$ cat config.mk
export PLATFORM = sky130hd
export DESIGN_NAME = spi_slave_regfile_flat
export DESIGN_NICKNAME = d
export VERILOG_FILES = /design/src/rtl/spi_slave_regfile_if.sv /design/src/rtl/spi_slave_regfile.sv /design/src/flat_wrapper.sv
export SDC_FILE = /design/constraint.sdc
export NUM_CORES = 1
export LEC_CHECK = 0
export ABC_CLOCK_PERIOD_IN_PS = 2600
export CORE_MARGIN = 2
export CORE_UTILIZATION = 55
export CTS_CLUSTER_SIZE = 24
export DETAILED_ROUTE_END_ITERATION = 16
export MAX_ROUTING_LAYER = met4
export PLACE_DENSITY = 0.85
export SYNTH_ARGS = -nofsm -noshare
export SYNTH_HDL_FRONTEND = slang
export SYNTH_SLANG_ARGS = --single-unit
$ cat constraint.sdc
create_clock -name PCLK -period 2.6 [get_ports PCLK]
set_clock_uncertainty 0.1 [all_clocks]
set_input_delay 0.52 -clock PCLK [delete_from_list [all_inputs] [get_ports PCLK]]
set_output_delay 0.52 -clock PCLK [all_outputs]
set_load 0.005 [all_outputs]
$ cat src/rtl/spi_slave_regfile_if.sv
// SPI pin bundle between the APB-to-SPI master and the register-file slave.
// All four pins are plain single-bit wires; MISO is never tristated.
interface spi_slave_regfile_if;
    logic SCLK;
    logic SS;
    logic MOSI;
    logic MISO;

    modport master (output SCLK, output SS, output MOSI, input MISO);
    modport slave  (input SCLK, input SS, input MOSI, output MISO);
endinterface

$ cat src/rtl/spi_slave_regfile.sv
// Oversampled SPI mode-0 slave with four 8-bit registers, clocked only by PCLK.
// Frame: W, addr[1:0], 5 ignored bits, data[7:0]; MISO returns SYNC_PATTERN then the addressed register.
module spi_slave_regfile #(
    parameter int         SYNC_STAGES  = 2,
    parameter logic [7:0] SYNC_PATTERN = 8'hA5
) (
    input  logic                PCLK,
    input  logic                PRESETn,
    spi_slave_regfile_if.slave  spi,
    output logic [31:0]         reg_q,
    output logic                wr_strobe,
    output logic [1:0]          wr_addr,
    output logic                frame_err
);

    localparam logic [1:0] IDLE  = 2'd0;
    localparam logic [1:0] SHIFT = 2'd1;
    localparam logic [1:0] END   = 2'd2;

    localparam int             SW          = $clog2(SYNC_STAGES + 1);
    localparam logic [SW-1:0]  SETTLE_DONE = SW'(SYNC_STAGES);

    logic [SYNC_STAGES-1:0] sclk_sync;
    logic [SYNC_STAGES-1:0] ss_sync;
    logic [SYNC_STAGES-1:0] mosi_sync;
    logic                   sclk_d;
    logic                   ss_d;
    logic [SW-1:0]          settle_cnt;
    logic                   armed;

    logic [1:0]  state;
    logic [4:0]  bit_cnt;
    logic [15:0] rx;
    logic [15:0] tx;
    logic        miso_q;

    logic sclk_s;
    logic ss_s;
    logic mosi_s;
    logic sclk_rise;
    logic sclk_fall;
    logic ss_fall;
    logic ss_rise;

    assign sclk_s    = sclk_sync[SYNC_STAGES-1];
    assign ss_s      = ss_sync[SYNC_STAGES-1];
    assign mosi_s    = mosi_sync[SYNC_STAGES-1];
    assign sclk_rise = sclk_s & ~sclk_d;
    assign sclk_fall = ~sclk_s & sclk_d;
    assign ss_rise   = ss_s & ~ss_d;
    // A frame already running when reset releases must not start a transfer:
    // only honour ss_fall once SS has been seen high through a refilled synchroniser.
    assign ss_fall   = ~ss_s & ss_d & armed;

    assign spi.MISO = miso_q & ~spi.SS;

    always_ff @(posedge PCLK or negedge PRESETn) begin
        if (!PRESETn) begin
            sclk_sync  <= '0;
            ss_sync    <= '1;
            mosi_sync  <= '0;
            sclk_d     <= 1'b0;
            ss_d       <= 1'b1;
            settle_cnt <= '0;
            armed      <= 1'b0;
        end else begin
            sclk_sync <= {sclk_sync[SYNC_STAGES-2:0], spi.SCLK};
            ss_sync   <= {ss_sync[SYNC_STAGES-2:0], spi.SS};
            mosi_sync <= {mosi_sync[SYNC_STAGES-2:0], spi.MOSI};
            sclk_d    <= sclk_s;
            ss_d      <= ss_s;
            if (settle_cnt != SETTLE_DONE)
                settle_cnt <= settle_cnt + 1'b1;
            else if (ss_s)
                armed <= 1'b1;
        end
    end

    always_ff @(posedge PCLK or negedge PRESETn) begin
        if (!PRESETn) begin
            state     <= IDLE;
            bit_cnt   <= '0;
            rx        <= '0;
            tx        <= '0;
            miso_q    <= 1'b0;
            reg_q     <= '0;
            wr_strobe <= 1'b0;
            wr_addr   <= '0;
            frame_err <= 1'b0;
        end else begin
            wr_strobe <= 1'b0;
            frame_err <= 1'b0;
            miso_q    <= (state == SHIFT) ? tx[15] : 1'b0;
            case (state)
                IDLE: begin
                    if (ss_fall) begin
                        state   <= SHIFT;
                        bit_cnt <= '0;
                        rx      <= '0;
                        tx      <= {SYNC_PATTERN, 8'h00};
                    end
                end
                SHIFT: begin
                    if (sclk_rise) begin
                        rx <= {rx[14:0], mosi_s};
                        if (bit_cnt != 5'd17)
                            bit_cnt <= bit_cnt + 5'd1;
                        // Two falls have already shifted tx, so the data byte lands two places up
                        // and emerges on MISO exactly at frame bit 7.
                        if (bit_cnt == 5'd2)
                            tx[9:2] <= reg_q[{rx[0], mosi_s, 3'b000} +: 8];
                    end
                    if (sclk_fall)
                        tx <= {tx[14:0], 1'b0};
                    if (ss_rise)
                        state <= END;
                end
                END: begin
                    if (bit_cnt == 5'd16) begin
                        if (rx[15]) begin
                            reg_q[{rx[14:13], 3'b000} +: 8] <= rx[7:0];
                            wr_strobe <= 1'b1;
                            wr_addr   <= rx[14:13];
                        end
                    end else begin
                        frame_err <= 1'b1;
                    end
                    state <= IDLE;
                end
                default: state <= IDLE;
            endcase
        end
    end

endmodule

$ cat src/flat_wrapper.sv
// flat-port wrapper written by rule: the top's interface ports become plain ports
module spi_slave_regfile_flat 
#(
    parameter int         SYNC_STAGES  = 2,
    parameter logic [7:0] SYNC_PATTERN = 8'hA5
)
  (PCLK, PRESETn, reg_q, wr_strobe, wr_addr, frame_err, spi_SCLK, spi_SS, spi_MOSI, spi_MISO);
  spi_slave_regfile_if spi_i ();
  input  logic PCLK;
  input  logic PRESETn;
  output logic [31:0] reg_q;
  output logic wr_strobe;
  output logic [1:0] wr_addr;
  output logic frame_err;
  input wire logic [$bits(spi_i.SCLK)-1:0] spi_SCLK;
  input wire logic [$bits(spi_i.SS)-1:0] spi_SS;
  input wire logic [$bits(spi_i.MOSI)-1:0] spi_MOSI;
  output wire logic [$bits(spi_i.MISO)-1:0] spi_MISO;
  assign spi_i.SCLK = spi_SCLK;
  assign spi_i.SS = spi_SS;
  assign spi_i.MOSI = spi_MOSI;
  assign spi_MISO = spi_i.MISO;
  spi_slave_regfile #(.SYNC_STAGES(SYNC_STAGES), .SYNC_PATTERN(SYNC_PATTERN)) u_core (.PCLK(PCLK), .PRESETn(PRESETn), .spi(spi_i), .reg_q(reg_q), .wr_strobe(wr_strobe), .wr_addr(wr_addr), .frame_err(frame_err));
endmodule
# After elaboration in Yosys (flattened, before gate mapping)

Cells that the tools add are included.
Widths: inputs -> output; s select.

Equal/unequal tests: 13
Muxes and demuxes: 22
Add/subtract/negate cells: 3
Reductions and logical operators: 9
Bitwise logic cells: 12
Shift-type cells: 3

Operators with widths:

| kind                   | number |
|---|---|
| $mux 16                | 4 |
| $pmux 16 s2            | 2 |
| $bwmux 32              | 1 |
| $shift 8x7->32 const A | 1 |
| $shiftx 32x6->8        | 1 |
| $shiftx 8x7->32        | 1 |
| $mux 8                 | 2 |
| $mux 5                 | 3 |
| $pmux 5 s2             | 1 |
| $reduce_and 3->1       | 3 |
| $ne 2x1->1 const B     | 4 |
| $reduce_and 4->1       | 2 |
| $neg 5->7              | 1 |
| $and 1x1->1            | 6 |
| $mux 1                 | 6 |
| $not 1->1              | 6 |
| $add 5x1->5 const B    | 1 |
| $eq 5x2->1 const B     | 1 |
| $eq 5x5->1 const B     | 1 |
| $ne 5x5->1 const B     | 1 |
| $mux 2                 | 2 |
| $ne 2x2->1 const B     | 2 |
| $pmux 2 s2             | 1 |
| $reduce_and 2->1       | 2 |
| other kinds (7)        | 7 |

Input bits: 5
Output and inout bits: 37
Register bits after elaboration: 87
Logic and storage cells: 79

# Logic depth before layout (Yosys ltp)

Gate-level depths: netlist (run 1).

Word-level depth: 5
Depth in mapped cells: 7
Gate-level depth less buffers: 6

# Least setup slack after synthesis (run 1)

Ideal clock, no wire load.

Kind: register to register
From: register u_core.rx[13]
To: register u_core.reg_q[16]
Stages on the path, launching flop included: 6
Clock period less this slack: 1.876 ns
Path buffers: 0
Library setup time: 0.083 ns
Required time: 2.417 ns
Path slack: 0.724 ns
Arrival: 1.693 ns
Cells stage by stage: dfrtp_1 -> inv_1 -> ha_1 -> nor3b_1 -> nand2_1 -> o21ai_0

Cells in the longest elaborated chain, start to end: 3
Elaborated cells between the ends (all ways): 4
Classes of those cells: add/sub: 1; shift: 2; mux: 1

Ends and longest elaborated chain:

| element                                           | RTL line                 | RTL |
|---|---|---|
| start: declaration                                | spi_slave_regfile.sv:33  | `logic [15:0] rx;` |
| start signal: assignment                          | spi_slave_regfile.sv:105 | `rx <= {rx[14:0], mosi_s};` |
| $neg 5->7 *                                       | spi_slave_regfile.sv:121 | `reg_q[{rx[14:13], 3'b000} +: 8] <= rx[7:0];` |
| $shiftx 8x7->32 or $shift 8x7->32 (tied branches) | spi_slave_regfile.sv:121 |  |
| $bwmux 32 *                                       | spi_slave_regfile.sv:121 |  |
| end signal: indexed assignment                    | spi_slave_regfile.sv:121 |  |
| end: declaration                                  | spi_slave_regfile.sv:10  | `output logic [31:0] reg_q,` |

Every way passes the cells marked *; elsewhere a longest branch is shown, timed or not.
A chain may end at the register's enable or synchronous reset.

# Worst setup path in the final report (run 1)

From: input spi_SS
To: output spi_MISO

Cells in the longest elaborated chain, start to end: 2

Ends and longest elaborated chain:

| element            | RTL line                | RTL |
|---|---|---|
| start: declaration | flat_wrapper.sv:16      | `input wire logic [$bits(spi_i.SS)-1:0] spi_SS;` |
| $not 1->1          | spi_slave_regfile.sv:55 | `assign spi.MISO = miso_q & ~spi.SS;` |
| $and 1x1->1        | spi_slave_regfile.sv:55 |  |
| end: declaration   | flat_wrapper.sv:18      | `output wire logic [$bits(spi_i.MISO)-1:0] spi_MISO;` |

Every way passes these cells.

==> flow_summary.yaml, run 1 <==
outcome:
  status: "finished, final reports clean"
sta:
  period_needed_ns: 2.178
  rsz0062_at_grt: "no"
  fmax_mhz: 459.2
  finalSetupTns_ns: 0
  setup_viol: 0
  maxSlewHeadroom: 0.5657
  post-route-period-util: 0.8376
  hold_ws_ns: 0.01025
  drv_slew: 0
  tightestPinTransition_ns: 0.6480
  final_hold_viol_count: 0
finish:
  final_cell_mix: "83 x dfrtp_1, 70 x nand2_1, 40 x clkdlybuf4s50_1"
  layout.nets: 395
  mostFrequentLayoutCell: "dfrtp_1"
  drive_above_1_share: 0.1117
  area_delta_synth_final_pct: 17.94
  fillers: 502
  n_antenna_cell: 0
worst_setup_path:
  critPathSlowestCell: "clkdlybuf4s50_1"
  path_common_cell: "clkdlybuf4s50_1"
  critPathMaxStageDelay_ns: 0.50
  timing.rr.end: "u_core.reg_q[26]"
  reg2reg_depth: 5
  cp_num_buf_inv: 2
  crit_fanout: 2
  cp.required_ns: 1.98
  critPathCaptureType: "primary output"
  r2r-start: "u_core.rx[13]"
  cp_cell_sequence: "clkdlybuf4s50_1, nor2b_1, clkdlybuf4s50_1"
  path_class: "in -> out"
  critPathLaunchType: "input port"
  crit_family: "buffers and inverters"
  critPathArrivalTime_ns: 1.56
  timing.reg2reg.setup_slack_ns: 0.43
synthesis:
  synthCells: 336
  synth_cell_types: 36
  syn_area_per_cell_um2: 11.08
  yosys_warnings: 0
  ys_seq_elements: 86
  synth_nets: 351
  yosysSeqAreaShare: 0.5790
  syn_area_um2: 3724
clock_tree:
  cts_tree: "yes"
  clockRootBuffer: "clkbuf_8"
  cts_buffers: 9
  cts_sinks: 86
  path_clk_slew_ns: 0.08
  postCtsSetupRepairBufs: 0
  clockBufferDepth: 2
  ctsResizeCount: 0
  htree_levels: 3
  clk_latency_ns: 0.36
  postCtsHoldBufs: 0
drt:
  dr.first_iter.drc_count: 178
  avgViaCountPerCell: 5.965
  ant_nets: 0
  first_pass_iters: 6
  wl_um: 8072
  avgRoutedWirePerCell_um: 17.47
  drc: 0
  num_vias: 2756
global_route:
  grt_pass1_vias: 2596
  grt_first_pass_wirelength_um: 13190
  grt_max_degree: 52
  overflow: 0
  grt_use_total: 0.2418
  antenna_found_initial: 0
pwr:
  p_switching_mw: 0.7605
  irDropWorstVdd_mv: 0.4382
  p_leak_nw: 1.890
  clkPwrFrac: 0.316
  power.density_nw_per_um2: 611.1
  p_int_mw: 1.923
  switching_share: 0.2834
  pwr-share-seq: 0.574
  pwr-share-comb: 0.109
run:
  cap_violations: 0
floorplan:
  die_w_um: 86.28
  start_util: 0.5765
  fp.dieH_um: 86.28
  row_count: 29
  dieArea_um2: 7444
  ioPinCount: 42
  core_um2: 6459
placement:
  dp_hpwl_um: 5423
  port_buffers: 41
  gp_congestion: 0.8955
hold_path:
  worst_hold_path_type: "in -> async"
worst max-delay path by stage:
stage	startpoint	slack, ns	endpoint	cells after the start
finish	spi_SS	0.42	spi_MISO	3
detailed placement	spi_SS	0.42	spi_MISO	3
global placement	spi_SS	0.43	spi_MISO	3
global route	u_core.rx[13]	0.26	u_core.reg_q[26]	5
floorplan	u_core.rx[13]	0.72	u_core.reg_q[16]	5
CTS	spi_SS	0.42	spi_MISO	3
Yosys cell counts (all sizes together):
cell	instances	area, um2
o21bai	1	7.510
nor2	27	101.4
xnor2	1	8.760
a22o	26	227.7
mux2	3	33.78
nor2b	5	31.28
a32oi	1	8.760
a21oi	4	23.77
and2	3	18.77
nor3	1	10.01
buf	13	68.82
dfstp	3	78.83
a21o	1	7.510
a32o	1	10.01
clkbuf	1	3.750
nor3b	4	40.03
a41oi	1	8.760
mux4	8	180.2
nand2b	4	25.02
and4bb	2	25.02
o22a	3	26.28
o21ba	1	10.01
nand3	12	60.06
inv	7	26.28
nand2	70	262.8
dfrtp	83	2077
o21ai	35	175.2
or4	2	15.01
a211o	1	8.760
ha	10	125.1
and3b	2	17.52
cell families (layout without fill, tap and decap cells):
group | after synthesis | in the layout | synth area share
and+or+nand+nor | 132 | 132 | 0.1630
xor gates and xnor gates | 1 | 1 | 0.002353
muxes | 11 | 11 | 0.05746
adders and majority gates | 10 | 10 | 0.03360
buffers and inverters | 21 | 70 | 0.02655
AOI/OAI and AO/OA | 75 | 75 | 0.1381
DFF | 86 | 86 | 0.5790
state kept, by name, summed over array words and instances, names as in the netlist, 2 cells and up:
register	count
u_core.rx	16
u_core.sclk_sync	2
u_core.reg_q	32
u_core.tx	15
u_core.bit_cnt	5
u_core.wr_addr	2
u_core.state	2
u_core.settle_cnt	2
u_core.mosi_sync	2
u_core.ss_sync	2
worst register-to-register path, stage by stage, from the launching register on:
cell	delay, ns
dfrtp_1	0.52
inv_1	0.18
ha_1	0.40
nor3_2	0.58
nand2_1	0.11
o21ai_0	0.18
power groups by stage:
stage	Sequential [mW]	Combinational [mW]	Clock [mW]
global route	1.56	0.330	0.922
floorplan	1.52	0.224	0
global placement	1.56	0.276	0
detailed placement	1.56	0.293	0
CTS	1.54	0.293	0.873
finish	1.54	0.293	0.849
through the flow:
| step | utilization | cell area [um2] | total power, mW | setup WS, ns | std cells |
|---|---|---|---|---|---|
| final | 0.6800 | 4392 | 2.684 | 0.4223 | 462 |
| after global routing | 0.6800 | 4392 | 2.808 | 0.2558 | 462 |
| after CTS | 0.6800 | 4392 | 2.704 | 0.4151 | 462 |
| after detailed placement | 0.6523 | 4213 | 1.855 | 0.4192 | 446 |
| after global placement | 0.6523 | 4213 | 1.833 | 0.4279 | 446 |
| after floorplan | - | 3724 | 1.740 | 0.7237 | 336 |
metal layers:
metal,part of all wire,up-vias,global-route usage,wire [um]
met5,0,-,-,0
met4,0.014,0,0.05824,117
met3,0.066,13,0.06667,536
met2,0.49,104,0.3707,3952
met1,0.43,1378,0.3264,3466
li1,-,1261,-,-
final cells by class:
| cell class | instances | area, um2 | area share |
|---|---|---|---|
| clock inverters | 7 | 55.05 | 0.01254 |
| flip-flops and latches | 86 | 2156 | 0.4909 |
| multi-input cells | 229 | 1469 | 0.3345 |
| inverters | 7 | 26.28 | 0.005983 |
| clock buffers | 9 | 123.9 | 0.02821 |
| well taps | 77 | 96.34 | 0.02194 |
| repair buffers | 47 | 465.4 | 0.1060 |
Note: power is estimated with default switching activity, not from simulation.
==> inputs of run 2 (changes only) <==
--- a/config.mk
+++ b/config.mk
@@ -5,13 +5,13 @@
 export SDC_FILE = /design/constraint.sdc
 export NUM_CORES = 1
 export LEC_CHECK = 0
-export ABC_CLOCK_PERIOD_IN_PS = 2600
+export ABC_CLOCK_PERIOD_IN_PS = 1800
 export CORE_MARGIN = 2
-export CORE_UTILIZATION = 55
+export CORE_UTILIZATION = 50
 export CTS_CLUSTER_SIZE = 24
 export DETAILED_ROUTE_END_ITERATION = 16
 export MAX_ROUTING_LAYER = met4
-export PLACE_DENSITY = 0.85
+export PLACE_DENSITY = 0.82
 export SYNTH_ARGS = -nofsm -noshare
 export SYNTH_HDL_FRONTEND = slang
 export SYNTH_SLANG_ARGS = --single-unit
==> constraint.sdc (replaced) <==
create_clock -name PCLK -period 1.8 [get_ports PCLK]
set_clock_uncertainty 0.1 [all_clocks]
set_input_delay 0.36 -clock PCLK [delete_from_list [all_inputs] [get_ports PCLK]]
set_output_delay 0.36 -clock PCLK [all_outputs]
set_load 0.005 [all_outputs]
==> flow_summary.yaml, run 2 (synthesis gave the netlist of run 1 again) <==
finish:
  final_cell_mix: "83 x dfrtp_1, 70 x nand2_1, 39 x clkdlybuf4s50_1"
  drive_above_1_share: 0.1663
  largest_reg_flops: 32
  n_antenna_cell: 0
  layout.nets: 413
  regMostFlops: "u_core.reg_q"
  fin_cells: 502
  mostFrequentLayoutCell: "dfrtp_1"
  fin_area_um2: 4628
  reg_top3: "u_core.reg_q (32), u_core.rx (16), u_core.tx (15)"
  area_delta_synth_final_pct: 24.29
  fin_util: 0.6415
sta:
  post-route-period-util: 0.9738
  drv_slew: 0
  tightestPinTransition_ns: 0.4743
  maxSlewHeadroom: 0.6838
  hold_ws_ns: 0.2608
  finalSetupTns_ns: 0
  period_needed_ns: 1.753
  setup_viol: 0
  final_hold_viol_count: 0
  worst_slack_ns: 0.04722
  fmax_mhz: 570.5
global_route:
  grt_first_pass_wirelength_um: 13880
  overflow: 0
  grt_max_degree: 35
  antenna_found_initial: 0
  grt_pass1_vias: 2807
  grt_use_total: 0.2229
clock_tree:
  htree_levels: 3
  clockRootBuffer: "clkbuf_8"
  path_clk_slew_ns: 0.09
  postCtsSetupRepairBufs: 0
  cts_buffers: 9
  cts_sinks: 86
  cts_tree: "yes"
  clockBufferDepth: 2
  clk_latency_ns: 0.36
worst_setup_path:
  path_class: "reg -> out"
  cp.required_ns: 1.34
  crit_fanout: 3
  cp_num_buf_inv: 1
  critPathLaunchType: "flip-flop"
  critPathSlowestCell: "clkdlybuf4s50_1"
  critPathMaxStageDelay_ns: 0.52
  critPathArrivalTime_ns: 1.29
  cp_cell_sequence: "clkdlybuf4s50_1"
  critPathCaptureType: "primary output"
  crit_family: "buffers and inverters"
pwr:
  p_leak_nw: 2.018
  irDropWorstVdd_mv: 0.3873
  power_mw: 3.989
  power.density_nw_per_um2: 862.0
drt:
  avgViaCountPerCell: 5.458
  wl_um: 8110
  avgRoutedWirePerCell_um: 16.16
  first_pass_iters: 4
  ant_nets: 0
  drc: 0
  dr.first_iter.drc_count: 198
  num_vias: 2740
floorplan:
  start_util: 0.5161
  core_um2: 7214
  row_count: 31
  die_w_um: 90.30
  dieArea_um2: 8153
  ioPinCount: 42
  fp.dieH_um: 90.30
placement:
  placed_cells: 485
  pre_cts_slack_ns: -0.06741
  dp_hpwl_um: 5618
  gp_congestion: 0.8955
  port_buffers: 41
  placed_cell_area_um2: 4398
run:
  cap_violations: 0
hold_path:
  worst_hold_path_type: "reg -> reg"
outcome:
  status: "finished, final reports clean"
## run 2: layer usage
metal | wire length [um] | up-vias | track usage
li1 | - | 1301 | -
met1 | 3540 | 1341 | 0.3044
met2 | 4023 | 85 | 0.3315
met3 | 428 | 13 | 0.06177
met4 | 118 | 0 | 0.06538
met5 | 0 | - | -
## run 2: repair_timing
| action | 4_1_cts | 5_1_grt |
|---|---|---|
| hold buffers | 1 | 0 |
| endpoints found under the setup margin | 1 | 24 |
| resized for setup | 1 | 9 |
| gates cloned | 0 | 0 |
| hold endpoints to repair | 31 | 0 |
## run 2: area by class of cell
| type | count | area, um2 |
|---|---|---|
| Clock buffer | 11 | 151.4 |
| Clock inverter | 5 | 41.29 |
| Fill cell | 564 | 2586 |
| Inverter | 7 | 26.28 |
| Multi-Input combinational cell | 229 | 1503 |
| Sequential cell | 86 | 2156 |
| Tap cell | 99 | 123.9 |
| Timing Repair Buffer | 65 | 626.9 |
## run 2: final timing paths
kind	endpoint	slack, ns	cells past startpoint	startpoint
max	reg_q[18]	0.05	1	u_core.reg_q[18]
min in group asynchronous	u_core.reg_q[20]	0.39	2	PRESETn
max in group asynchronous	u_core.ss_d	0.62	3	PRESETn
max reg2reg	u_core.tx[9]	0.09	5	u_core.bit_cnt[0]
min	u_core.mosi_sync[1]	0.26	0	u_core.mosi_sync[0]
min reg2reg	u_core.mosi_sync[1]	0.26	0	u_core.mosi_sync[0]
## run 2: where the power goes
group          internal [mW]  switching [mW]
combinational          0.237           0.276
sequential              2.07           0.120
clock                  0.586           0.703
